$ cat src/rtl/lcd_msg_arbiter.sv
// Round-robin arbiter that shares one character-LCD display controller between
// NREQ message sources: grant, one-cycle start/set, wait for done or watchdog, ack.
module lcd_msg_arbiter #(
  parameter int              NREQ    = 3,
  parameter int              VAL_W   = 16,
  parameter int              TO_W    = 28,
  parameter logic [TO_W-1:0] TIMEOUT = 28'd200_000_000
) (
  input  logic                  clk,
  input  logic                  rst,
  input  logic [NREQ-1:0]       req,
  input  logic [2*NREQ-1:0]     req_mode,
  input  logic [VAL_W*NREQ-1:0] req_value,
  output logic [NREQ-1:0]       ack,
  output logic                  busy,
  output logic                  disp_start,
  output logic                  disp_set,
  output logic [1:0]            disp_mode,
  output logic [VAL_W-1:0]      disp_value,
  input  logic                  disp_done,
  output logic                  timeout_err
);

  localparam int              IDX_W    = (NREQ > 1) ? $clog2(NREQ) : 1;
  localparam int              CW       = IDX_W + 1;
  localparam logic [CW-1:0]   NREQ_C   = CW'(NREQ);
  localparam logic [IDX_W-1:0] LAST_IDX = IDX_W'(NREQ - 1);
  localparam logic [TO_W-1:0] TO_LAST  = TIMEOUT - {{(TO_W-1){1'b0}}, 1'b1};

  typedef enum logic [1:0] {IDLE, ISSUE, WAIT, ACK} state_t;

  state_t            state, state_n;
  logic [IDX_W-1:0]  grant, grant_n;
  logic [IDX_W-1:0]  ptr, ptr_n;
  logic [TO_W-1:0]   wd, wd_n;
  logic [NREQ-1:0]   ack_n;
  logic              busy_n;
  logic              start_n;
  logic              set_n;
  logic [1:0]        mode_n;
  logic [VAL_W-1:0]  value_n;
  logic              terr_n;

  logic [1:0]        mode_slot  [NREQ];
  logic [VAL_W-1:0]  value_slot [NREQ];
  logic [CW-1:0]     scan_sum   [NREQ];
  logic [IDX_W-1:0]  scan_idx   [NREQ];
  logic              pick_found;
  logic [IDX_W-1:0]  pick_idx;

  for (genvar i = 0; i < NREQ; i++) begin : g_slot
    assign mode_slot[i]  = req_mode[2*i +: 2];
    assign value_slot[i] = req_value[VAL_W*i +: VAL_W];
  end

  // Scan from the pointer upward with wrap; the first requester found wins.
  always_comb begin
    pick_found = 1'b0;
    pick_idx   = '0;
    for (int k = 0; k < NREQ; k++) begin
      scan_sum[k] = {1'b0, ptr} + CW'(k);
      scan_idx[k] = (scan_sum[k] >= NREQ_C) ? IDX_W'(scan_sum[k] - NREQ_C)
                                            : scan_sum[k][IDX_W-1:0];
      if (!pick_found && req[scan_idx[k]]) begin
        pick_found = 1'b1;
        pick_idx   = scan_idx[k];
      end
    end
  end

  always_comb begin
    state_n = state;
    grant_n = grant;
    ptr_n   = ptr;
    wd_n    = wd;
    ack_n   = '0;
    busy_n  = busy;
    start_n = 1'b0;
    set_n   = 1'b0;
    mode_n  = disp_mode;
    value_n = disp_value;
    terr_n  = 1'b0;

    case (state)
      IDLE: begin
        busy_n = 1'b0;
        if (pick_found) begin
          grant_n = pick_idx;
          mode_n  = mode_slot[pick_idx];
          value_n = value_slot[pick_idx];
          busy_n  = 1'b1;
          start_n = 1'b1;
          set_n   = 1'b1;
          state_n = ISSUE;
        end
      end
      ISSUE: begin
        wd_n    = '0;
        state_n = WAIT;
      end
      // A done pulse takes priority over a watchdog expiry in the same cycle.
      WAIT: begin
        wd_n = wd + {{(TO_W-1){1'b0}}, 1'b1};
        if (disp_done) begin
          ack_n[grant] = 1'b1;
          state_n      = ACK;
        end else if (wd == TO_LAST) begin
          ack_n[grant] = 1'b1;
          terr_n       = 1'b1;
          state_n      = ACK;
        end
      end
      ACK: begin
        ptr_n   = (grant == LAST_IDX) ? '0 : grant + IDX_W'(1);
        busy_n  = 1'b0;
        state_n = IDLE;
      end
      default: state_n = IDLE;
    endcase
  end

  always_ff @(posedge clk) begin
    if (!rst) begin
      state       <= IDLE;
      grant       <= '0;
      ptr         <= '0;
      wd          <= '0;
      ack         <= '0;
      busy        <= 1'b0;
      disp_start  <= 1'b0;
      disp_set    <= 1'b0;
      disp_mode   <= '0;
      disp_value  <= '0;
      timeout_err <= 1'b0;
    end else begin
      state       <= state_n;
      grant       <= grant_n;
      ptr         <= ptr_n;
      wd          <= wd_n;
      ack         <= ack_n;
      busy        <= busy_n;
      disp_start  <= start_n;
      disp_set    <= set_n;
      disp_mode   <= mode_n;
      disp_value  <= value_n;
      timeout_err <= terr_n;
    end
  end

  a_ack_onehot: assert property (@(posedge clk) disable iff (!rst) $onehot0(ack));
  a_idle_quiet: assert property (@(posedge clk) disable iff (!rst)
                                 (state == IDLE) |-> (ack == '0 && !busy));

endmodule

$ cat config.mk
export PLATFORM = sky130hd
export DESIGN_NAME = lcd_msg_arbiter
export DESIGN_NICKNAME = d
export VERILOG_FILES = /design/src/rtl/lcd_msg_arbiter.sv
export SDC_FILE = /design/constraint.sdc
export NUM_CORES = 1
export LEC_CHECK = 0
export ABC_AREA = 1
export CORE_MARGIN = 8
export CORE_UTILIZATION = 54
export DETAILED_ROUTE_END_ITERATION = 6
export GPL_ROUTABILITY_DRIVEN = 0
export PLACE_DENSITY = 0.87
export SLEW_MARGIN = 20
export SYNTH_ARGS = -nofsm -noshare
export SYNTH_HDL_FRONTEND = slang
export SYNTH_SLANG_ARGS = --single-unit
export TNS_END_PERCENT = 5
$ cat constraint.sdc
create_clock -name clk -period 5.4 [get_ports clk]
set_input_delay 1.62 -clock clk [delete_from_list [all_inputs] [get_ports clk]]
set_output_delay 1.62 -clock clk [all_outputs]
set_load 0.05 [all_outputs]
==> flow_summary.json <==
{
  "fillerInstances": 531,
  "number_of_placed_cells_counting_well_taps": 671,
  "critical_path.endpoint_type": "flip-flop",
  "cells_traversed_along_the_worst_timing_path": "clkdlybuf4s50_1, nand2_1, nand2_1, inv_1, a221oi_1",
  "wl_um": 9580,
  "power_density_nw_per_um2": 459,
  "worst_setup_path_start_kind": "input port",
  "min_period_ps": 3600,
  "hold_buffers": 0,
  "max_freq_mhz": 278,
  "core_area_um2": 6240,
  "grt-ovfl-total": 0,
  "mappedNetlistNets": 595,
  "critPathArrivalTime_ps": 3830,
  "post_cts_resize_count": 0,
  "worstSetupPathDepth": 5,
  "critPathBufInv": 2,
  "initial_core_util_pct": 54.8,
  "dr_wl_met2_um": 4270,
  "drtIter0Drc": 267,
  "final_net_count": 674,
  "clkTransAtPathRegs_ps": 60,
  "required_ps": 5640,
  "critical_path.startpoint": "rst",
  "clock-skew-final_ps": 6.81,
  "r2r_end": "disp_value[14]",
  "layout-area-overhead-vs-synth_pct": 29.9,
  "setup.worst_path.class": "in -> reg",
  "setup_viol": 0,
  "cts_bufs_inserted": 9,
  "synth-seq-area-share_pct": 33.9,
  "timing_max_transition_violations_final": 0,
  "final_cell_mix": "nand2_1 (97), inv_1 (84), clkdlybuf4s50_1 (84), nand3_1 (65), dfxtp_1 (58)",
  "grt_start_max_net_pins": 30,
  "top_level_ports": 85,
  "final.setup.tns_ps": 0,
  "rsz0062_at_grt": "no",
  "async_reset_ff_share_pct": 0,
  "fp-row-count": 29,
  "hold_path_class": "reg -> reg",
  "post-route-drc-count": 0,
  "floorplan.die.height_um": 95.6,
  "cts_sinks": 58,
  "post_synth_instance_area_um2": 3420,
  "grt_first_pass_wirelength_um": 16000,
  "antenna_found_initial": 0,
  "run_status": "complete, no violations",
  "avgViaCountPerCell": 5.46,
  "cp_max_delay_cell": "clkdlybuf4s50_1",
  "fp.dieW_um": 95.6,
  "highest-signal-layer": "met4",
  "final.hold.worst_slack_ps": 488,
  "cts_root_buffer": "clkbuf_8",
  "critical_path.max_stage_delay_ps": 1040,
  "cap_viol_max_count": 0,
  "finalCritPeriodShare_pct": 66.6,
  "vias": 3754,
  "m1WireLength_um": 4060,
  "final_cell_count_without_fillers": 687,
  "netlist-cell-type-count": 37,
  "tritoncts_clock_tree": "done",
  "insertedDiodeCount": 0,
  "slew_at_the_pin_with_the_worst_max_slew_slack_ps": 871,
  "regArea_um2": 1160,
  "die_outline_area_um2": 9140,
  "timing.reg2reg.worst_path_depth": 9,
  "yosysWarnings": 0,
  "setup.worst_path.end": "wd[12]",
  "final_util_pct": 71.2,
  "grt_usage_pct": 21.8,
  "layout_commonest_cell": "nand2_1",
  "worstPathMaxFanout": 29,
  "regToRegStartpoint": "ptr[0]",
  "cts_htree_levels": 3,
  "final_critical_path_setup_slack_ps": 1800,
  "drtAntennaViolNets": 0,
  "ir_worst_vdd_uv": 365,
  "critical-path-top-delay-family": "buffers and inverters",
  "cts_buffer_depth": 2,
  "reg2reg_slack_ps": 2960,
  "first_global_vias": 3671,
  "detailedPlace.worstSlack_ps": 1460,
  "syn_inst": 526,
  "multi_input_comb_area_um2": 1820,
  "drive_gt1_share_pct": 5.41,
  "p_leak_nw": 1.90,
  "numPortBuffers": 84,
  "detail_route.wl_per_cell_um": 13.9,
  "number_of_enable_type_register_cells_in_the_synthesized_netlist": 0,
  "maxSlewHeadroom_pct": 41.7,
  "synth.ff_latch_count": 58,
  "post_synth.cell_area_avg_um2": 6.50,
  "hpwl_um": 7190,
  "clkLatencyLatePin_ps": 340,
  "synthFlopType": "dfxtp_1",
  "route.met3.wl_um": 946,
  "post-cts-setup-buffers": 0,
  "cp_dominant_cell_by_count": "nand2_1",
  "drt-pass1-iter-count": 5,
  "report.final.hold_viol_count": 0
}
-- cells in the mapped netlist (2+ instances only) --
master | count | area share [%]
nand3_1 | 65 | 9.5
nand2_2 | 2 | 0.37
buf_2 | 5 | 0.73
a21oi_1 | 57 | 8.3
nand2_4 | 4 | 1.3
nor2_1 | 46 | 5.0
nand2_1 | 97 | 11
a221oi_1 | 3 | 0.77
clkbuf_1 | 6 | 0.66
nor3_1 | 18 | 2.6
nand4_1 | 11 | 2.0
dfxtp_1 | 58 | 34
buf_6 | 4 | 1.3
ha_1 | 9 | 3.3
o21ai_0 | 30 | 4.4
inv_2 | 5 | 0.55
nor3b_1 | 2 | 0.44
nand3b_1 | 2 | 0.44
inv_1 | 84 | 9.2
-- metal layers --
| layer | track usage, % | vias up |
|---|---|---|
| met5 | 0 | - |
| met4 | 11.7 | 0 |
| li1 | - | 1862 |
| met2 | 33.8 | 166 |
| met3 | 8.43 | 25 |
| met1 | 25.6 | 1701 |
-- kinds of logic after synthesis --
kind of cell | Yosys count | synth area share (%)
fa+ha+maj | 9 | 3.29
simple gates | 253 | 34.1
xor+xnor | 2 | 0.512
compound gates | 98 | 15.3
buf+inv | 106 | 12.9
flops | 58 | 33.9
-- report_power, final --
group / switching [mW] / leakage [nW] / internal, mW
logic: 0.753 / 1.33 / 0.343
clock network: 0.174 / 0.0958 / 0.210
registers: 0.0513 / 0.474 / 0.509
total: 0.978 / 1.90 / 1.06
-- flip-flops by register name, indices dropped and copies added (netlist names) --
signal / flops
grant: 2
disp_mode: 2
timeout_err: 1
disp_value: 16
state: 2
ack: 3
disp_set: 1
busy: 1
ptr: 2
wd: 28
-- worst register-to-register path, cell delays in order (launching register included) --
cell	delay [ps]
dfxtp_1	370
inv_1	80
ha_1	410
nand3_1	150
a21boi_2	260
nand3_1	150
nand2_2	350
inv_2	250
o21ai_0	260
a21oi_1	60
-- stage by stage --
| step | power (mW) | instance area (µm²) |
|---|---|---|
| 3_3_place_gp | 1.63 | 4260 |
| 4_1_cts | 2.04 | 4440 |
| 3_5_place_dp | 1.65 | 4260 |
| 5_1_grt | 2.17 | 4440 |
| 6_report | 2.04 | 4440 |
| 2_1_floorplan | 1.38 | 3420 |
-- final cells by class --
class | count | share of cell area (%)
repair buffers | 84 | 18.9
multi-input cells | 362 | 40.9
inverters | 90 | 7.66
clock inverters | 6 | 1.30
flip-flops and latches | 58 | 26.1
well taps | 77 | 2.17
clock buffers | 10 | 2.87
-- worst min path at each step --
stage / startpoint / to / slack [ps] / cells after the start
final: wd[22] / wd[22] / 490 / 2
after global routing: grant[1] / ack[2] / 500 / 2
after CTS: grant[1] / ack[2] / 480 / 2
after detailed placement: wd[27] / wd[27] / 480 / 2
after global placement: wd[27] / wd[27] / 470 / 2
after floorplan: grant[1] / ack[2] / 430 / 2
(Power assumes the default switching activity.)
